`src/rtl/instr_encoder_loader.sv`:
```
// Packs symbolic instruction fields into 16-bit ISA words and streams them
// into consecutive instruction-memory addresses during a load session.
module instr_encoder_loader #(
  parameter int unsigned ADDR_W = 8,
  parameter int unsigned DEPTH  = 256
) (
  input  logic              clk,
  input  logic              reset,
  input  logic              start,
  input  logic [ADDR_W-1:0] base_addr,
  input  logic              stop,
  input  logic              in_valid,
  output logic              in_ready,
  input  logic [3:0]        op,
  input  logic [1:0]        rn,
  input  logic [1:0]        rm,
  input  logic [1:0]        rx,
  input  logic [1:0]        cmode,
  input  logic [1:0]        shctl,
  input  logic [3:0]        shamt,
  input  logic [8:0]        imm,
  output logic              mem_we,
  output logic [ADDR_W-1:0] mem_addr,
  output logic [15:0]       mem_wdata,
  output logic              busy,
  output logic              done,
  output logic              err,
  output logic [ADDR_W:0]   word_count
);

  localparam int unsigned CNT_W = ADDR_W + 1;
  localparam logic [CNT_W-1:0] DEPTH_C = CNT_W'(DEPTH);

  typedef enum logic [1:0] {
    S_IDLE  = 2'd0,
    S_LOAD  = 2'd1,
    S_DRAIN = 2'd2,
    S_DONE  = 2'd3
  } state_t;

  state_t              state;
  state_t              state_nx;
  logic [ADDR_W-1:0]   addr_cnt;
  logic [15:0]         enc_word;
  logic                enc_legal;
  logic                accept;

  // Ready depends only on registered state; the stop cycle is masked
  // internally so a beat coinciding with stop is never taken.
  assign in_ready = (state == S_LOAD) && (word_count < DEPTH_C);
  assign accept   = in_valid && in_ready && !stop;

  // Field packing per instruction format; unused fields are ignored.
  always_comb begin
    enc_word  = 16'h0000;
    enc_legal = 1'b1;
    case (op)
      4'd0: enc_word = {5'b00001, 1'b0, cmode, shctl, rx, rn, rm};
      4'd1: enc_word = {5'b00100, rn, imm};
      4'd2: enc_word = {5'b00101, 1'b0, cmode, shctl, rx, rn, rm};
      4'd3: enc_word = {5'b01000, rn, imm};
      4'd4: enc_word = {5'b01001, 1'b0, cmode, shctl, rx, rn, rm};
      4'd5: enc_word = {5'b01010, 1'b0, cmode, shamt, rn, rm};
      4'd6: enc_word = {5'b01011, 1'b0, cmode, shamt, rn, rm};
      4'd7: enc_word = {5'b01100, 1'b0, 2'b00, 2'b00, 2'b00, rn, rm};
      4'd8: enc_word = {5'b11100, 9'd0, rx};
      default: begin
        enc_word  = 16'h0000;
        enc_legal = 1'b0;
      end
    endcase
  end

  // State register.
  always_ff @(posedge clk or posedge reset) begin
    if (reset) state <= S_IDLE;
    else       state <= state_nx;
  end

  // Session sequencing; drain waits for any write still in the output stage.
  always_comb begin
    state_nx = state;
    case (state)
      S_IDLE:  if (start) state_nx = S_LOAD;
      S_LOAD:  if (stop)  state_nx = S_DRAIN;
      S_DRAIN: if (!mem_we) state_nx = S_DONE;
      S_DONE:  state_nx = S_IDLE;
      default: state_nx = S_IDLE;
    endcase
  end

  // Write stage, address/word counters, sticky error and status flags.
  always_ff @(posedge clk or posedge reset) begin
    if (reset) begin
      mem_we     <= 1'b0;
      mem_addr   <= '0;
      mem_wdata  <= 16'h0000;
      addr_cnt   <= '0;
      word_count <= '0;
      err        <= 1'b0;
      busy       <= 1'b0;
      done       <= 1'b0;
    end else begin
      mem_we <= 1'b0;
      busy   <= (state_nx != S_IDLE);
      done   <= (state_nx == S_DONE);
      if (state == S_IDLE && start) begin
        addr_cnt   <= base_addr;
        word_count <= '0;
        err        <= 1'b0;
      end else if (accept) begin
        if (enc_legal) begin
          mem_we     <= 1'b1;
          mem_addr   <= addr_cnt;
          mem_wdata  <= enc_word;
          addr_cnt   <= addr_cnt + ADDR_W'(1);
          word_count <= word_count + CNT_W'(1);
        end else begin
          err <= 1'b1;
        end
      end
    end
  end

endmodule

```
`config.mk`:
```
export PLATFORM = sky130hd
export DESIGN_NAME = instr_encoder_loader
export DESIGN_NICKNAME = d
export VERILOG_FILES = /design/src/rtl/instr_encoder_loader.sv
export SDC_FILE = /design/constraint.sdc
export NUM_CORES = 1
export LEC_CHECK = 0
export CAP_MARGIN = 10
export CORE_MARGIN = 2
export CORE_UTILIZATION = 44
export DETAILED_ROUTE_END_ITERATION = 7
export GPL_TIMING_DRIVEN = 1
export HOLD_SLACK_MARGIN = 0.12
export PLACE_DENSITY = 0.78
export SLEW_MARGIN = 20
export SYNTH_ARGS = -nofsm -noshare
export SYNTH_HDL_FRONTEND = slang
export SYNTH_SLANG_ARGS = --single-unit
export TNS_END_PERCENT = 10
```
`constraint.sdc`:
```
create_clock -name clk -period 3.7 [get_ports clk]
set_clock_uncertainty 0.15 [all_clocks]
set_input_delay 1.11 -clock clk [delete_from_list [all_inputs] [get_ports clk]]
set_output_delay 1.11 -clock clk [all_outputs]
set_load 0.02 [all_outputs]
```
==> out/qor.csv, run 1 <==
metric;value;unit
status;finished clean;
cts.hold.buffers_added;0;
cts_tree;yes;
n_antenna_cell;0;
cts_resized;0;
drt_iter0_drc;122;
rows;26;
relSlewSlack;71.9;%
first_global_vias;2088;
areaGrowthSynthToFinish;43.0;%
fillers;434;
cp.arrival;3.13;ns
fmax;322;MHz
period_needed;3.10;ns
highest_layer;met4;
startpoint;op[2];
hold_path_class;reg -> reg;
start_util;45.1;%
reg2reg_setup_slack;1.44;ns
yosysTopAreaCell;dfrtp_1;
place_congestion;0.838;
antenna_found_initial;0;
p_leak;0.00145;uW
synth-seq-area-share;51.4;%
htreeDepth;2;
drive_above_1_share;7.86;%
synth-seq-cells;47;
clockRootBuffer;clkbuf_8;
grt_pass1_wl;9740;um
dieArea;5790;um^2
tns;0;ns
io_buffers;77;
rsz0062_at_grt;false;
synth_top_cell_area_share;51.4;%
fin_util;64.5;%
cts_setup_buffers;0;
multi_input_area;1030;um^2
r2r-end;addr_cnt[1];
grt_usage;20.7;%
wl_met2;2620;um
maxSlewViolCount;0;
hold_viol;0;
cts_buffer_depth;2;
hold_depth;1;
wl_met1;2580;um
drv_cap;0;
rr_startpoint;state[0];
synth-main-ff-cell;dfrtp_1;
synthCells;236;
wl_met3;453;um
dp.cells;380;
wl_per_cell;14.7;um
firstDrtPassIters;4;
cp-endpoint;addr_cnt[1];
core_area;5070;um^2
grt_overflow;0;
post_synth_instance_area;2290;um^2
synthTopCellsByCount;dfrtp_1, nand2_1, nor2_1;
yosys-top-cells-area;dfrtp_1, nand2_1, o21ai_0, a221o_1, nor2_1;
critPathCaptureType;flip-flop;
ir_drop;0.000276;V
finalCritPeriodShare;83.9;%
worstSetupPathType;in -> reg;
seqCellArea;1180;um^2
cts.sinks;47;
dieWidth;76.1;um
hpwl;4140;um
ys_types;47;
drc;0;
clkTransAtPathRegs;0.08;ns
die_height;76.1;um
drtAntennaViolNets;0;
finalNonFillerCells;388;
start_kind;input port;
drt_wl_total;5690;um
viasPerCell;5.48;
numCtsBuffers;5;
cp_max_fo;17;
grt_max_degree;48;
clk-insertion-delay-late;0.29;ns
ys_warn_count;0;
syn_nets;278;
synth-edff-count;0;
cp.required;3.72;ns
dr_total_vias;2126;
async_reset_ff_share;100;%
synth_area_per_cell;9.70;um^2
r2r_cells;6;
power_density;640;nW/um^2
setup_viol;0;
worst-slew-pin-transition;0.420;ns
synth_most_common_cell;dfrtp_1;
io-pin-count;78;
nets;359;
-- cells in the final DEF (no fill, tap or decap), drive strengths merged, types with 2 or more instances in the layout --
master	count
nand2	39
a221o	6
o21a	5
clkdlybuf4s50	77
nand3	11
or3	2
xor2	2
inv	7
dfrtp	47
buf	9
a221oi	4
nor3b	4
ha	2
o211ai	4
o31ai	4
a222oi	2
and3	7
mux2i	3
or3b	2
a22oi	4
nand2b	4
nor2	15
a21oi	5
o21ai	14
nor2b	3
nor3	6
clkbuf	8
a22o	2
mux2	4
-- critical path: stages --
cell	delay [ns]
clkdlybuf4s50_1	0.50
o31a_1	0.37
or3_1	0.50
inv_1	0.14
buf_4	0.23
mux2i_1	0.19
o21ai_0	0.08
-- through the flow --
stage          cell area, um^2  setup slack [ns]  hold WS (ns)  power (uW)
3_5_place_dp              3170             0.301         0.283        1770
5_1_grt                   3270             0.450         0.322        2230
6_report                  3270             0.596         0.295        2090
3_3_place_gp              3170             0.347         0.287        1750
4_1_cts                   3270             0.598         0.297        2110
2_1_floorplan             2290             0.939         0.311        1320
-- metal layers --
metal | track usage [%] | up-vias
met5 | 0 | -
met4 | 4.55 | 0
met3 | 6.04 | 6
met2 | 34.0 | 87
met1 | 27.3 | 1018
li1 | - | 1015
-- sequential cells by signal, indices dropped and copies added, names as in the netlist --
signal      cells
state           2
mem_addr        8
done            1
word_count      9
addr_cnt        8
mem_wdata      16
err             1
mem_we          1
busy            1
-- layout make-up --
cell class              instances  share of cell area [%]
flip-flops and latches         47                    35.9
clock buffers                   8                    3.06
well taps                      70                    2.68
inverters                       7                   0.803
repair buffers                 86                    26.0
multi-input cells             170                    31.5
-- power by group --
| group | internal [uW] | switching (uW) |
|---|---|---|
| Clock | 171 | 161 |
| Sequential | 701 | 153 |
| Combinational | 461 | 447 |
| Total | 1330 | 761 |
-- worst min-delay path by stage --
stage                 from           to  slack (ns)
6_report            mem_we         done        0.29
5_1_grt             mem_we         done        0.32
4_1_cts             mem_we         done        0.30
3_5_place_dp        mem_we         done        0.28
3_3_place_gp        mem_we         done        0.29
2_1_floorplan  addr_cnt[7]  mem_addr[7]        0.31
-- cell families (layout without fill, tap and decap cells) --
kind of cell | after synthesis | count (layout) | share of synthesized area (%)
fa+ha+maj | 2 | 2 | 1.09
buf+inv | 19 | 101 | 3.55
xor+xnor | 2 | 2 | 0.766
flops | 47 | 47 | 51.4
simple gates | 101 | 101 | 21.6
compound gates | 58 | 58 | 18.3
mux | 7 | 7 | 3.28
No activity file was read; power rests on OpenSTA's default activity.
==> inputs of run 2 (changes only) <==
Settings changed: CORE_UTILIZATION 44 to 41, PLACE_DENSITY 0.78 to 0.76.
Clock period 3.7 ns to 2.7 ns, I/O delays scaled along.
==> out/qor.csv, run 2 (synthesis results as in run 1) <==
metric;value;unit;change
switching_share;36.8;%;+0.51 points
start_kind;input port;;
rows;27;;+3.8%
hold_path_class;reg -> reg;;
antenna_found_initial;0;;unchanged
grt_usage;19.7;%;-1.0 points
clockRootBuffer;clkbuf_8;;
n_antenna_cell;0;;unchanged
dieWidth;78.7;um;+3.4%
die_height;78.7;um;+3.4%
finalCritPeriodShare;95.3;%;
fillers;487;;+12%
io-pin-count;78;;unchanged
grt_max_degree;48;;unchanged
start_util;42.1;%;-3.0 points
seqPwrFrac;39.6;%;-1.2 points
numCtsBuffers;5;;unchanged
areaGrowthSynthToFinish;49.3;%;
p_comb_share;44.8;%;+1.4 points
critPathCaptureType;flip-flop;;
cts.sinks;47;;unchanged
cts.hold.buffers_added;0;;unchanged
intPower;1850;uW;+39%
ir_drop;0.000449;V;+62%
pwr-share-clk;15.7;%;about the same
p_sw;1080;uW;+42%
crit_chain;clkdlybuf4s50_1 > o31a_1 > or3_4 > or4_4 > a21oi_2;;
setup_viol;0;;unchanged
cp.required;2.78;ns;-0.94 ns
reg2reg_setup_slack;0.57;ns;-0.87 ns
io_buffers;77;;unchanged
core_area;5440;um^2;+7.2%
clkTransAtPathRegs;0.09;ns;about the same
grt_overflow;0;;unchanged
drv_cap;0;;unchanged
drtAntennaViolNets;0;;unchanged
period_needed;2.57;ns;
firstDrtPassIters;4;;unchanged
largest_reg_flops;16;;unchanged
wl_per_cell;14.1;um;-4.0%
cts_buffer_depth;2;;unchanged
power_density;857;nW/um^2;+34%
regMostFlops;mem_wdata;;
setup_ws;0.127;ns;-0.469 ns
first_global_vias;2137;;+2.3%
place_congestion;0.839;;about the same
drt_iter0_drc;141;;+16%
relSlewSlack;70.7;%;-1.2 points
cpPeakStageDelay;0.52;ns;+0.02 ns
hpwl;4260;um;+2.9%
cts_tree;yes;;
grt_pass1_wl;9650;um;-0.91%
dr_total_vias;2141;;+0.71%
top_regs;mem_wdata x16, word_count x9;;
pre_cts_ws;-0.226;ns;-0.526 ns
rsz0062_at_grt;false;;
cp_slowest_cell;or4_4;;
final_common_cell;clkdlybuf4s50_1;;
clk-insertion-delay-late;0.30;ns;about the same
fmax;389;MHz;
drc;0;;unchanged
status;finished clean;;
worstSetupPathType;in -> reg;;
drt_wl_total;5710;um;+0.46%
final_area;3420;um^2;+4.4%
cp.arrival;2.65;ns;-0.48 ns
cp_max_fo;5;;-12
viasPerCell;5.27;;-3.8%
placed_area;3300;um^2;+4.0%
htreeDepth;2;;unchanged
hold_viol;0;;unchanged
nets;375;;+4.5%
dieArea;6200;um^2;+6.9%
maxSlewViolCount;0;;unchanged
layout_common_cells;clkdlybuf4s50_1, dfrtp_1, nand2_1, buf_4, nor2_1;;
worst-slew-pin-transition;0.438;ns;+0.0175 ns
p_leak;0.00153;uW;+6.0%
drive_above_1_share;13.5;%;+5.6 points
## run 2: changes by cell type in the layout (fill, tap and decap cells not counted)
cell             previous run  this run
or4_4                       0         1
clkbuf_1                    1         0
or3_4                       0         1
clkinv_4                    0         1
or3_1                       2         1
dlygate4sd2_1               0         1
a21oi_1                     5         4
clkdlybuf4s50_1            77        76
or4_1                       1         0
buf_4                       8        23
buf_12                      1         2
clkbuf_8                    7         6
a21oi_2                     0         1
clkinvlp_4                  0         1
## run 2: layout make-up
class / instances / area [um^2] / share of cell area [%]
repair buffers: 102 / 982 / 28.7
well taps: 72 / 90.1 / 2.64
clock buffers: 6 / 82.6 / 2.42
inverters: 7 / 26.3 / 0.769
flip-flops and latches: 47 / 1180 / 34.4
clock inverters: 2 / 16.3 / 0.476
multi-input cells: 170 / 1040 / 30.5
## run 2: timing repair
| action | CTS | global route |
|---|---|---|
| gates resized for setup | 1 | 3 |
| gates cloned | 0 | 0 |
| buffers inserted | 1 | 0 |
| pin swaps | 0 | 1 |
| endpoints found under the setup margin | 1 | 1 |
## run 2: power by group through the flow
stage          clock network, uW  registers (uW)  logic [uW]
6_report                     458            1160        1310
5_1_grt                      497            1200        1440
3_3_place_gp                   0            1180        1280
4_1_cts                      467            1160        1320
3_5_place_dp                   0            1180        1300
2_1_floorplan                  0            1370         443
## run 2: path summary, 6_finish.rpt
kind | startpoint | endpoint | cells past startpoint
worst max register to register | state[1] | word_count[7] | 4
min in group asynchronous | reset | mem_wdata[10] | 3
max in group asynchronous | reset | state[1] | 3
worst min register to register | mem_we | done | 1
worst min-delay path | mem_we | done | 1
worst max-delay path | op[1] | word_count[7] | 5
## run 2: metrics by stage
stage	power, uW	utilization (%)	std cells	hold WS [ns]	setup TNS [ns]
3_3_place_gp	2460	60.7	397	0.304	-2.75
4_1_cts	2950	62.6	406	0.301	0
3_5_place_dp	2480	60.7	397	0.290	-4.12
5_1_grt	3130	62.8	406	0.334	0
6_report	2930	62.8	406	0.297	0
2_1_floorplan	1810	-	236	0.311	0
## run 2: worst max-delay path, delay by kind of cell
family / cells / cell delay (ns)
simple gates: 2 / 0.94
buf+inv: 1 / 0.41
compound gates: 2 / 0.48
## run 2: layer usage
metal  track usage [%]  up-vias  routed length [um]
li1                  -     1044                   -
met1              26.6     1006                2530
met2              31.8       83                2660
met3              4.43        8                 449
met4              5.79        0                  70
met5                 0        -                   0
==> inputs of run 3 (changes only) <==
Settings changed: CTS_CLUSTER_DIAMETER set to 40, PLACE_DENSITY 0.76 to 0.86.
==> out/qor.csv, run 3 (synthesis results as in run 1) <==
metric;value;unit;change
status;finished clean;;
hold_viol;0;;unchanged
worst-slew-pin-transition;0.491;ns;+0.0535 ns
cts_tree;yes;;
first_global_vias;2214;;+3.6%
cp.arrival;2.65;ns;about the same
maxSlewViolCount;0;;unchanged
io_buffers;77;;unchanged
grt_usage;20.3;%;+0.68 points
clk-insertion-delay-late;0.30;ns;about the same
drt_wl_total;6020;um;+5.4%
p_comb_share;42.1;%;-2.7 points
drtAntennaViolNets;0;;unchanged
rr_startpoint;state[1];;
dr_total_vias;2151;;+0.47%
cpPeakStageDelay;0.51;ns;about the same
finalCritPeriodShare;95.4;%;+0.14 points
r2r_cells;4;;unchanged
reg2reg_setup_slack;0.52;ns;-0.05 ns
start_kind;input port;;
crit_chain;clkdlybuf4s50_1 > o31a_1 > or3_4 > or4_1 > a21oi_1;;
grt_pass1_wl;10100;um;+4.6%
cp.required;2.78;ns;about the same
power;3080;uW;+5.2%
largest_reg_flops;16;;unchanged
fmax;388;MHz;-0.15%
final_area;3450;um^2;+1.0%
die_height;78.7;um;unchanged
regMostFlops;mem_wdata;;
p_sw;1080;uW;+0.10%
grt_max_degree;28;;-42%
viasPerCell;5.30;;+0.47%
hpwl;4470;um;+4.9%
clkTransAtPathRegs;0.09;ns;about the same
path_depth;5;;unchanged
cts_setup_buffers;0;;-1
dieWidth;78.7;um;unchanged
htreeDepth;2;;unchanged
crit_family;simple AND/OR/NAND/NOR gates;;
dieArea;6200;um^2;unchanged
cp_max_fo;6;;+1
seqPwrFrac;37.9;%;-1.7 points
relSlewSlack;67.2;%;-3.5 points
wl_per_cell;14.8;um;+5.4%
placed_area;3310;um^2;+0.23%
drt_iter0_drc;145;;+2.8%
clockRootBuffer;clkbuf_8;;
n_antenna_cell;0;;unchanged
worstSetupPathType;in -> reg;;
cts_buffer_depth;2;;unchanged
top_regs;mem_wdata x16, word_count x9;;
numCtsBuffers;5;;unchanged
drive_above_1_share;13.2;%;-0.30 points
core_area;5440;um^2;unchanged
critPathCaptureType;flip-flop;;
final_common_cell;clkdlybuf4s50_1;;
hold_depth;2;;+1
rsz0062_at_grt;false;;
rows;27;;unchanged
p_leak;0.00155;uW;+0.98%
drc;0;;unchanged
period_needed;2.58;ns;+0.00385 ns
grt_overflow;0;;unchanged
place_congestion;0.848;;+1.0%
cp_slowest_cell;or4_1;;
r2r-end;word_count[7];;
firstDrtPassIters;4;;unchanged
drv_cap;0;;unchanged
io-pin-count;78;;unchanged
layout_common_cells;clkdlybuf4s50_1, dfrtp_1, nand2_1, buf_4, nor2_1;;
power_density;892;nW/um^2;+4.1%
critPathBufInv;1;;unchanged
setup_viol;0;;unchanged
areaGrowthSynthToFinish;50.8;%;
antenna_found_initial;0;;unchanged
intPower;2000;uW;+8.1%
hp-start;mem_wdata[10];;
hold_path_class;reg -> reg;;
cts.sinks;47;;unchanged
switching_share;35.1;%;-1.8 points
pwr-share-clk;20.0;%;+4.3 points
fin_util;63.5;%;+0.64 points
cts.hold.buffers_added;0;;unchanged
ir_drop;0.000454;V;+0.99%
start_util;42.1;%;unchanged
hold_end;mem_wdata[10];;
nets;375;;unchanged
-- run 3: stage by stage --
step | hold slack, ns | setup slack [ns] | TNS (ns) | cells
after global placement | 0.306 | -0.191 | -2.91 | 398
after global routing | 0.360 | 0.0375 | 0 | 406
final | 0.322 | 0.124 | 0 | 406
after CTS | 0.334 | 0.0568 | 0 | 406
after floorplan | 0.311 | 0.239 | 0 | 236
after detailed placement | 0.314 | -0.255 | -4.26 | 398
-- run 3: worst max-delay path by stage --
stage           from            end  slack, ns
5_1_grt        op[2]    addr_cnt[6]       0.04
6_report       op[2]  word_count[7]       0.12
3_3_place_gp   op[2]  word_count[7]      -0.19
2_1_floorplan  op[2]    addr_cnt[6]       0.24
3_5_place_dp   op[2]    addr_cnt[7]      -0.25
4_1_cts        op[2]    addr_cnt[7]       0.06
-- run 3: tightest hold or removal path: stages (launching register included) --
cell	delay [ns]
dfrtp_1	0.35
nand2_1	0.05
nand2_1	0.05
-- run 3: power groups by stage --
stage                     sequential, uW  clock, uW  combinational (uW)
after floorplan                     1370          0                 443
after global placement              1170          0                1270
after detailed placement            1170          0                1300
after CTS                           1170        622                1300
after global routing                1210        660                1410
final                               1170        615                1300
-- run 3: cell type report --
cell class | instances | area (um^2)
clock buffer | 5 | 68.8
fill | 449 | 1990
sequential | 47 | 1180
tap | 72 | 90.1
multi-input combinational | 170 | 1040
clock inverter | 3 | 67.6
timing repair buffer | 102 | 986
inverter | 7 | 26.3
-- run 3: what timing repair did --
item	in CTS	in global routing
setup endpoints to repair	1	2
resized for setup	2	2
hold endpoints to repair	0	0
-- run 3: layer usage --
metal	up-vias	share of wire (%)	global-route usage [%]
met5	-	0	0
met1	1032	44	25.5
met3	8	5.4	4.43
met4	0	1.2	6.49
met2	69	50	35.0
li1	1042	-	-
